==> src/rtl/tri_chan_delay_pipe.sv <==
// Three independent delay lines (a->d, b->e, c->f) with programmable latency,
// a shared advance enable and synchronous flush. Each pipe is a shift
// register of {vld, data} stages whose last stage drives the outputs, so
// every output is registered. Bubbles shift zero data so idle outputs read 0.
module tri_chan_delay_pipe #(
  parameter int unsigned WIDTH = 3,
  parameter int unsigned LAT_D = 1,
  parameter int unsigned LAT_E = 2,
  parameter int unsigned LAT_F = 3
) (
  input  logic             clk,
  input  logic             reset,
  input  logic             en,
  input  logic             flush,
  input  logic             in_valid,
  input  logic [WIDTH-1:0] a,
  input  logic [WIDTH-1:0] b,
  input  logic [WIDTH-1:0] c,
  output logic [WIDTH-1:0] d,
  output logic [WIDTH-1:0] e,
  output logic [WIDTH-1:0] f,
  output logic             d_vld,
  output logic             e_vld,
  output logic             f_vld,
  output logic             all_vld,
  output logic             busy,
  output logic [7:0]       f_cnt
);

  // Out-of-range latencies stop elaboration.
  if (LAT_D < 1 || LAT_D > 16) begin : g_bad_lat_d
    $error("tri_chan_delay_pipe: LAT_D must be in 1..16");
  end
  if (LAT_E < 1 || LAT_E > 16) begin : g_bad_lat_e
    $error("tri_chan_delay_pipe: LAT_E must be in 1..16");
  end
  if (LAT_F < 1 || LAT_F > 16) begin : g_bad_lat_f
    $error("tri_chan_delay_pipe: LAT_F must be in 1..16");
  end

  // Stage 0 is the input side; stage LAT_x-1 drives the output.
  logic [LAT_D-1:0]            d_vld_q;
  logic [LAT_D-1:0][WIDTH-1:0] d_dat_q;
  logic [LAT_E-1:0]            e_vld_q;
  logic [LAT_E-1:0][WIDTH-1:0] e_dat_q;
  logic [LAT_F-1:0]            f_vld_q;
  logic [LAT_F-1:0][WIDTH-1:0] f_dat_q;
  logic [7:0]                  f_cnt_q;

  // Only an enabled, non-flushing edge moves the pipes forward.
  logic advance;
  assign advance = en & ~flush;

  // Channel A -> d shift register.
  always_ff @(posedge clk or posedge reset) begin
    if (reset) begin
      d_vld_q <= '0;
      d_dat_q <= '0;
    end else if (flush) begin
      d_vld_q <= '0;
      d_dat_q <= '0;
    end else if (advance) begin
      d_vld_q[0] <= in_valid;
      d_dat_q[0] <= in_valid ? a : '0;
      for (int k = 1; k < int'(LAT_D); k++) begin
        d_vld_q[k] <= d_vld_q[k-1];
        d_dat_q[k] <= d_dat_q[k-1];
      end
    end
  end

  // Channel B -> e shift register.
  always_ff @(posedge clk or posedge reset) begin
    if (reset) begin
      e_vld_q <= '0;
      e_dat_q <= '0;
    end else if (flush) begin
      e_vld_q <= '0;
      e_dat_q <= '0;
    end else if (advance) begin
      e_vld_q[0] <= in_valid;
      e_dat_q[0] <= in_valid ? b : '0;
      for (int k = 1; k < int'(LAT_E); k++) begin
        e_vld_q[k] <= e_vld_q[k-1];
        e_dat_q[k] <= e_dat_q[k-1];
      end
    end
  end

  // Channel C -> f shift register.
  always_ff @(posedge clk or posedge reset) begin
    if (reset) begin
      f_vld_q <= '0;
      f_dat_q <= '0;
    end else if (flush) begin
      f_vld_q <= '0;
      f_dat_q <= '0;
    end else if (advance) begin
      f_vld_q[0] <= in_valid;
      f_dat_q[0] <= in_valid ? c : '0;
      for (int k = 1; k < int'(LAT_F); k++) begin
        f_vld_q[k] <= f_vld_q[k-1];
        f_dat_q[k] <= f_dat_q[k-1];
      end
    end
  end

  // Count f samples as they leave the output stage; wraps freely at 255.
  always_ff @(posedge clk or posedge reset) begin
    if (reset) begin
      f_cnt_q <= 8'd0;
    end else if (flush) begin
      f_cnt_q <= 8'd0;
    end else if (advance && f_vld_q[LAT_F-1]) begin
      f_cnt_q <= f_cnt_q + 8'd1;
    end
  end

  assign d       = d_dat_q[LAT_D-1];
  assign e       = e_dat_q[LAT_E-1];
  assign f       = f_dat_q[LAT_F-1];
  assign d_vld   = d_vld_q[LAT_D-1];
  assign e_vld   = e_vld_q[LAT_E-1];
  assign f_vld   = f_vld_q[LAT_F-1];
  assign all_vld = d_vld & e_vld & f_vld;
  assign busy    = (|d_vld_q) | (|e_vld_q) | (|f_vld_q);
  assign f_cnt   = f_cnt_q;

endmodule

==> config.mk <==
export PLATFORM = sky130hd
export DESIGN_NAME = tri_chan_delay_pipe
export DESIGN_NICKNAME = d
export VERILOG_FILES = /design/src/rtl/tri_chan_delay_pipe.sv
export SDC_FILE = /design/constraint.sdc
export NUM_CORES = 1
export LEC_CHECK = 0
export BUFFER_PORTS_ARGS = -buffer_cell sky130_fd_sc_hd__clkbuf_2
export CAP_MARGIN = 0
export CORE_MARGIN = 4
export CORE_UTILIZATION = 33
export DETAILED_ROUTE_END_ITERATION = 16
export PLACE_DENSITY_LB_ADDON = 0.3
export SYNTH_ARGS = -nofsm -noshare
export SYNTH_HDL_FRONTEND = slang
export SYNTH_SLANG_ARGS = --single-unit
==> constraint.sdc <==
create_clock -name clk -period 2.25 [get_ports clk]
set_input_delay 0.45 -clock clk [delete_from_list [all_inputs] [get_ports clk]]
set_output_delay 0.45 -clock clk [all_outputs]
set_load 0.005 [all_outputs]
==> flow_summary.yaml, run 1 <==
clock_network:
  clockBufferDepth: 2
  clkSinkCount: 29
  ctsHoldBuffers: 0
  cts_made_buffers: 5
  clkTransAtPathRegs_ps: 60
  post-cts-setup-buffers: 0
  tritoncts: "built"
  post_cts_resized: 0
  worstSkewPairLatency_ps: 270
  cts.htree.levels: 2
  cts-root-buf: "clkbuf_8"
synthesis:
  synthCells: 130
  synth_top_family_by_area: "simple AND/OR/NAND/NOR gates"
  synth_warnings: 0
  synth-xor-area-share: 0.0132
  synth_edf_count: 0
  netlist_area_sq_um: 1330
  syn_avg_cell_area_sq_um: 10.2
  synth-main-ff-cell: "dfrtp_1"
  synth_cell_types: 24
  yosys.area_share.simple: 0.198
  synth-async-reset-ratio: 1.00
  synth_seq_cells: 29
  muxShareOfSynthArea: 0.0987
  synth_fa_ha_area_frac: 0.00940
  yosysSeqAreaShare: 0.545
  synth-compound-area-share: 0.0714
  synth_nets: 145
timing:
  worst_pin_slew_ps: 372
  fmax_mhz: 551
  setup-violations-final: 0
  rsz0062_at_grt: "false"
  finalSetupTns_ps: 0
  hold_viol: 0
  post-route-min-period_ps: 1810
  relSlewSlack: 0.752
  timing.final.crit_share: 0.806
  slew_viol_final: 0
  skew_ps: 2.99
die:
  dieHeight_um: 71.5
  core_sq_um: 3770
  io_pins: 36
  dieArea_sq_um: 5110
  start_util: 0.353
  die_x_um: 71.5
  rows: 22
placed_design:
  dp_hpwl_um: 1850
  port_buffers: 35
  place.gp.congestion: 0.681
  place_inst: 202
pwr:
  switching_power_uw: 219
  cellLeakagePower_uw: 0.000795
  p_int_uw: 806
  power.density_nw_per_um2: 641
  p_seq_frac: 0.527
  pwr-share-comb: 0.074
  p_clk_frac: 0.399
  ir_drop_mv: 0.325
  switching_share: 0.213
cells_and_area:
  layout.cells.non_filler: 209
  n_antenna_cell: 0
  final_nets: 176
  multiInputGateArea_sq_um: 520
  seqCellArea_sq_um: 726
  drive_gt1_frac: 0.304
  n_fill_cell: 357
  syn2layout_area_growth_pct: 20.0
  layout.core_utilization: 0.424
global_route:
  grt_max_degree: 34
  antenna_found_initial: 0
  grt_pass1_vias: 1007
  grt_usage: 0.111
  grt_pass1_wl_um: 4470
  grt_overflow: 0
setup_path:
  critPathCaptureType: "primary output"
  startpoint_type: "flop"
  crit_slowest_cell: "or3_2"
  worst_ep_required_time_ps: 1800
  path_max_fanout: 9
  path_cells: "or3_2, clkbuf_2"
  arrival_ps: 1360
  critPathKind: "flop to primary output"
  cpPeakStageDelay_ps: 500
flow_run:
  max-cap-violations: 0
route:
  vias: 995
  ant_nets: 0
  vias_per_cell: 4.76
  drt_iter0_drc: 30
  routed_wl_um: 2570
  routedWlPerCell_um: 12.3
  drtPass1Iterations: 4
  drc_errors: 0
hold_path:
  hold_class: "input pin to asynchronous set/reset pin"
outcome:
  status: "completed"
## layout by cell type (no fill, tap or decap), drive strengths merged
| cell | instances |
|---|---|
| ha | 1 |
| or4 | 2 |
| nand3 | 13 |
| nand2b | 9 |
| a21oi | 14 |
| o31ai | 2 |
| nor2 | 16 |
| buf | 3 |
| and3 | 1 |
| xor2 | 2 |
| inv | 2 |
| nand2 | 4 |
| clkbuf | 42 |
| or3 | 3 |
| nand4 | 2 |
| mux2i | 12 |
| mux2 | 1 |
| dfrtp | 29 |
| o21ai | 2 |
| nor2b | 1 |
## cell type report
class	instances	share of cell area
Inverter	2	0.00470
Timing Repair Buffer	38	0.124
Clock buffer	7	0.0540
Multi-Input combinational cell	85	0.326
Tap cell	48	0.0376
Sequential cell	29	0.454
## logic make-up after synthesis
family | count (synthesis)
xor gates and xnor gates | 2
muxes | 13
DFF | 29
and+or+nand+nor | 51
buffers and inverters | 16
adders and majority gates | 1
AOI/OAI and AO/OA | 18
## state kept, by name (all words and copies together), names as in the netlist
name	count
e_vld_q	1
d	3
f	3
f_dat_q	6
f_cnt	8
e_dat_q	3
f_vld_q	2
e	3
## final timing paths
| kind | from | endpoint | slack, ps | cells past startpoint |
|---|---|---|---|---|
| max | f_vld_q[2]$_DFFE_PP0P_ | busy | 440 | 2 |
| min | reset | f_cnt[5]$_DFFE_PP0P_ | 210 | 3 |
| max reg2reg | f_vld_q[2]$_DFFE_PP0P_ | f_cnt[7]$_DFFE_PP0P_ | 880 | 3 |
| min reg2reg | f[0]$_DFFE_PP0P_ | f[0]$_DFFE_PP0P_ | 520 | 2 |
| max in group asynchronous | reset | f_cnt[6]$_DFFE_PP0P_ | 1770 | 3 |
| min in group clk | b[2] | e_dat_q[2]$_DFFE_PP0P_ | 430 | 3 |
## cells in the mapped netlist, types with 2 or more instances
cell      count  area share
nor2_1       16       0.045
mux2i_1      12       0.090
or3_2         2       0.011
o21ai_0       2      0.0075
a21oi_1      14       0.053
o31ai_1       2       0.011
dfrtp_1      29        0.55
nand4_1       2      0.0094
nand2b_1      9       0.042
clkbuf_1      5       0.014
buf_4         6       0.034
inv_1         2      0.0056
or4_1         2       0.011
nand2_1       4       0.011
xor2_1        2       0.013
nand3_1      12       0.045
buf_2         2      0.0075
## power by group through the flow
stage          sequential, uW  combinational [uW]  clock [uW]
3_3_place_gp              548                76.4           0
2_1_floorplan             547                50.5           0
3_5_place_dp              549                78.7           0
5_1_grt                   541                87.3         444
6_report                  540                76.3         409
4_1_cts                   539                78.7         428
## per-layer routing
| metal | GRT usage | vias to the layer above | part of all wire |
|---|---|---|---|
| li1 | - | 498 | - |
| met5 | 0 | - | 0 |
| met3 | 0.0505 | 4 | 0.069 |
| met1 | 0.134 | 468 | 0.49 |
| met4 | 0.0501 | 0 | 0.018 |
| met2 | 0.170 | 25 | 0.42 |
## critical path, delay by kind of cell (launching register included)
kind                   cells  cell delay, ps
and+or+nand+nor            1             500
DFF                        1             470
buffers and inverters      1             120
## stage by stage
step | total power, uW | hold WS (ps) | cell area [sq um] | worst slack [ps]
3_5_place_dp | 627 | 511 | 1510 | 726
6_report | 1020 | 213 | 1600 | 436
2_1_floorplan | 598 | 486 | 1330 | 864
4_1_cts | 1050 | 221 | 1600 | 426
5_1_grt | 1070 | 249 | 1600 | 392
3_3_place_gp | 624 | 500 | 1510 | 746
No activity file was read; power rests on OpenSTA's default activity.
==> run 2: changes to the inputs <==
ABC_AREA = 1   (was default)
clock period = 1.8 ns   (was 2.25 ns; I/O delays follow)
==> flow_summary.yaml, run 2 <==
outcome:
  status: "completed"
clock_network:
  clkSinkCount: 29
  tritoncts: "built"
  post_cts_resized: 0
  cts.htree.levels: 2
  ctsHoldBuffers: 0
  post-cts-setup-buffers: 0
  worstSkewPairLatency_ps: 270
  clockBufferDepth: 2
  cts_made_buffers: 5
  cts-root-buf: "clkbuf_8"
  clkTransAtPathRegs_ps: 60
synthesis:
  synth-async-reset-ratio: 1.00
  synth_nets: 156
  synth-main-ff-cell: "dfrtp_1"
  synth_cell_types: 21
  synthTopCellsByArea: "dfrtp_1 (56%), inv_1 (8.0%), o22ai_1 (5.3%)"
  yosysSeqAreaShare: 0.556
  synth_common_cells: "dfrtp_1 (29), inv_1 (28), nand2_1 (13), nand3_1 (13), o22ai_1 (11)"
  yosysTopAreaCell: "dfrtp_1"
  syn_avg_cell_area_sq_um: 9.26
  yosysMostFrequentCell: "dfrtp_1"
  synth_warnings: 0
  synthCells: 141
  netlist_area_sq_um: 1310
  synth_edf_count: 0
  synth_seq_cells: 29
  synth_top_area_frac: 0.556
die:
  die_x_um: 70.9
  dieArea_sq_um: 5030
  start_util: 0.349
  core_sq_um: 3740
  rows: 22
  dieHeight_um: 70.9
  io_pins: 36
hold_path:
  hold_class: "input pin to asynchronous set/reset pin"
timing:
  setup-violations-final: 0
  finalSetupTns_ps: 0
  timing.final.crit_share: 0.846
  fmax_mhz: 657
  relSlewSlack: 0.762
  slew_viol_final: 0
  skew_ps: 4.25
  worst_pin_slew_ps: 357
  rsz0062_at_grt: "false"
  post-route-min-period_ps: 1520
  hold_viol: 0
setup_path:
  worst_ep_required_time_ps: 1440
  critPathKind: "flop to primary output"
  critPathCaptureType: "primary output"
  cpPeakStageDelay_ps: 460
  path_max_fanout: 6
  crit_slowest_cell: "dfrtp_1"
  arrival_ps: 1160
  path_cells: "inv_1, nor3_1, clkbuf_2"
  startpoint_type: "flop"
route:
  drt_iter0_drc: 60
  vias: 1028
  drtPass1Iterations: 4
  routedWlPerCell_um: 11.5
  routed_wl_um: 2570
  vias_per_cell: 4.61
  drc_errors: 0
  ant_nets: 0
pwr:
  cellLeakagePower_uw: 0.000800
  power.density_nw_per_um2: 839
  p_int_uw: 1040
  p_clk_frac: 0.427
  pwr-share-comb: 0.065
  p_seq_frac: 0.508
  ir_drop_mv: 0.459
  switching_power_uw: 284
  switching_share: 0.214
placed_design:
  dp_hpwl_um: 1950
  place.gp.congestion: 0.744
  port_buffers: 35
  place_inst: 215
cells_and_area:
  seqCellArea_sq_um: 726
  drive_gt1_frac: 0.297
  multiInputGateArea_sq_um: 392
  final_cell_mix: "clkbuf_2 (35), dfrtp_1 (29), inv_1 (28)"
  n_fill_cell: 402
  syn2layout_area_growth_pct: 20.9
  n_antenna_cell: 0
  layout.cells.non_filler: 223
  final_nets: 189
  largest_register_ff_count: 8
  final_common_cell: "clkbuf_2"
flow_run:
  max-cap-violations: 0
global_route:
  antenna_found_initial: 0
  grt_pass1_wl_um: 4450
  grt_max_degree: 30
  grt_overflow: 0
  grt_pass1_vias: 1013
  grt_usage: 0.110
-- run 2: cell count changes in the layout (fill, tap and decap cells not counted), moves of 7 or more --
| cell | previous run | this run |
|---|---|---|
| o21ai_0 | 2 | 9 |
| nand2b_1 | 9 | 0 |
| nor2_1 | 16 | 5 |
| o22ai_1 | 0 | 11 |
| inv_1 | 2 | 28 |
| a21oi_1 | 14 | 7 |
| nand2_1 | 4 | 13 |
| mux2i_1 | 12 | 0 |
-- run 2: layout make-up --
class	count	area share
tap	48	0.0380
timing repair buffer	36	0.116
sequential	29	0.460
inverter	30	0.0745
multi-input combinational	72	0.248
clock inverter	1	0.00317
clock buffer	7	0.0610
-- run 2: logic make-up after synthesis --
logic type	synth area share
buffers and inverters	0.145
AND/OR/NAND/NOR	0.161
AO/OA/AOI/OAI	0.129
flip-flops	0.556
adder cells (fa/ha/maj)	0.00958
-- run 2: power groups by stage --
| stage | Combinational (uW) | Clock [uW] | Sequential, uW |
|---|---|---|---|
| after global routing | 101 | 622 | 673 |
| after floorplan | 57.9 | 0 | 683 |
| after global placement | 86.9 | 0 | 683 |
| final | 86.6 | 566 | 672 |
| after CTS | 89.6 | 589 | 672 |
| after detailed placement | 89.6 | 0 | 684 |
-- run 2: path summary, 6_finish.rpt --
kind                                        start              endpoint  slack (ps)  depth (start not counted)
max                        f_vld_q[2]$_DFFE_PP0P_               all_vld         280                          3
max in group asynchronous                   reset  f_cnt[4]$_DFFE_PP0P_        1400                          3
min reg2reg                      e[0]$_DFFE_PP0P_      e[0]$_DFFE_PP0P_         530                          2
min in group clk                            flush  f_cnt[1]$_DFFE_PP0P_         270                          2
max reg2reg                  f_cnt[0]$_DFFE_PP0P_  f_cnt[6]$_DFFE_PP0P_         680                          5
min                                         reset  f_cnt[6]$_DFFE_PP0P_         130                          3
-- run 2: worst max-delay path: cells and delay by family, from the launching register on --
family	cells	cell delay, ps
buffers and inverters	2	250
DFF	1	460
and+or+nand+nor	1	190
-- run 2: per-stage QoR --
| stage | worst slack (ps) | util | total power (uW) | hold WS [ps] | area (sq um) |
|---|---|---|---|---|---|
| 2_1_floorplan | 711 | - | 741 | 423 | 1310 |
| 3_3_place_gp | 532 | 0.395 | 770 | 423 | 1480 |
| 3_5_place_dp | 443 | 0.395 | 774 | 428 | 1480 |
| 4_1_cts | 258 | 0.422 | 1350 | 136 | 1580 |
| 5_1_grt | 190 | 0.422 | 1400 | 182 | 1580 |
| 6_report | 277 | 0.422 | 1320 | 127 | 1580 |
-- run 2: layer usage --
metal / up-vias / track usage / part of all wire
met3: 5 / 0.0398 / 0.067
met5: - / 0 / 0
met2: 28 / 0.176 / 0.49
met4: 0 / 0.0438 / 0.013
met1: 480 / 0.135 / 0.43
li1: 515 / - / -
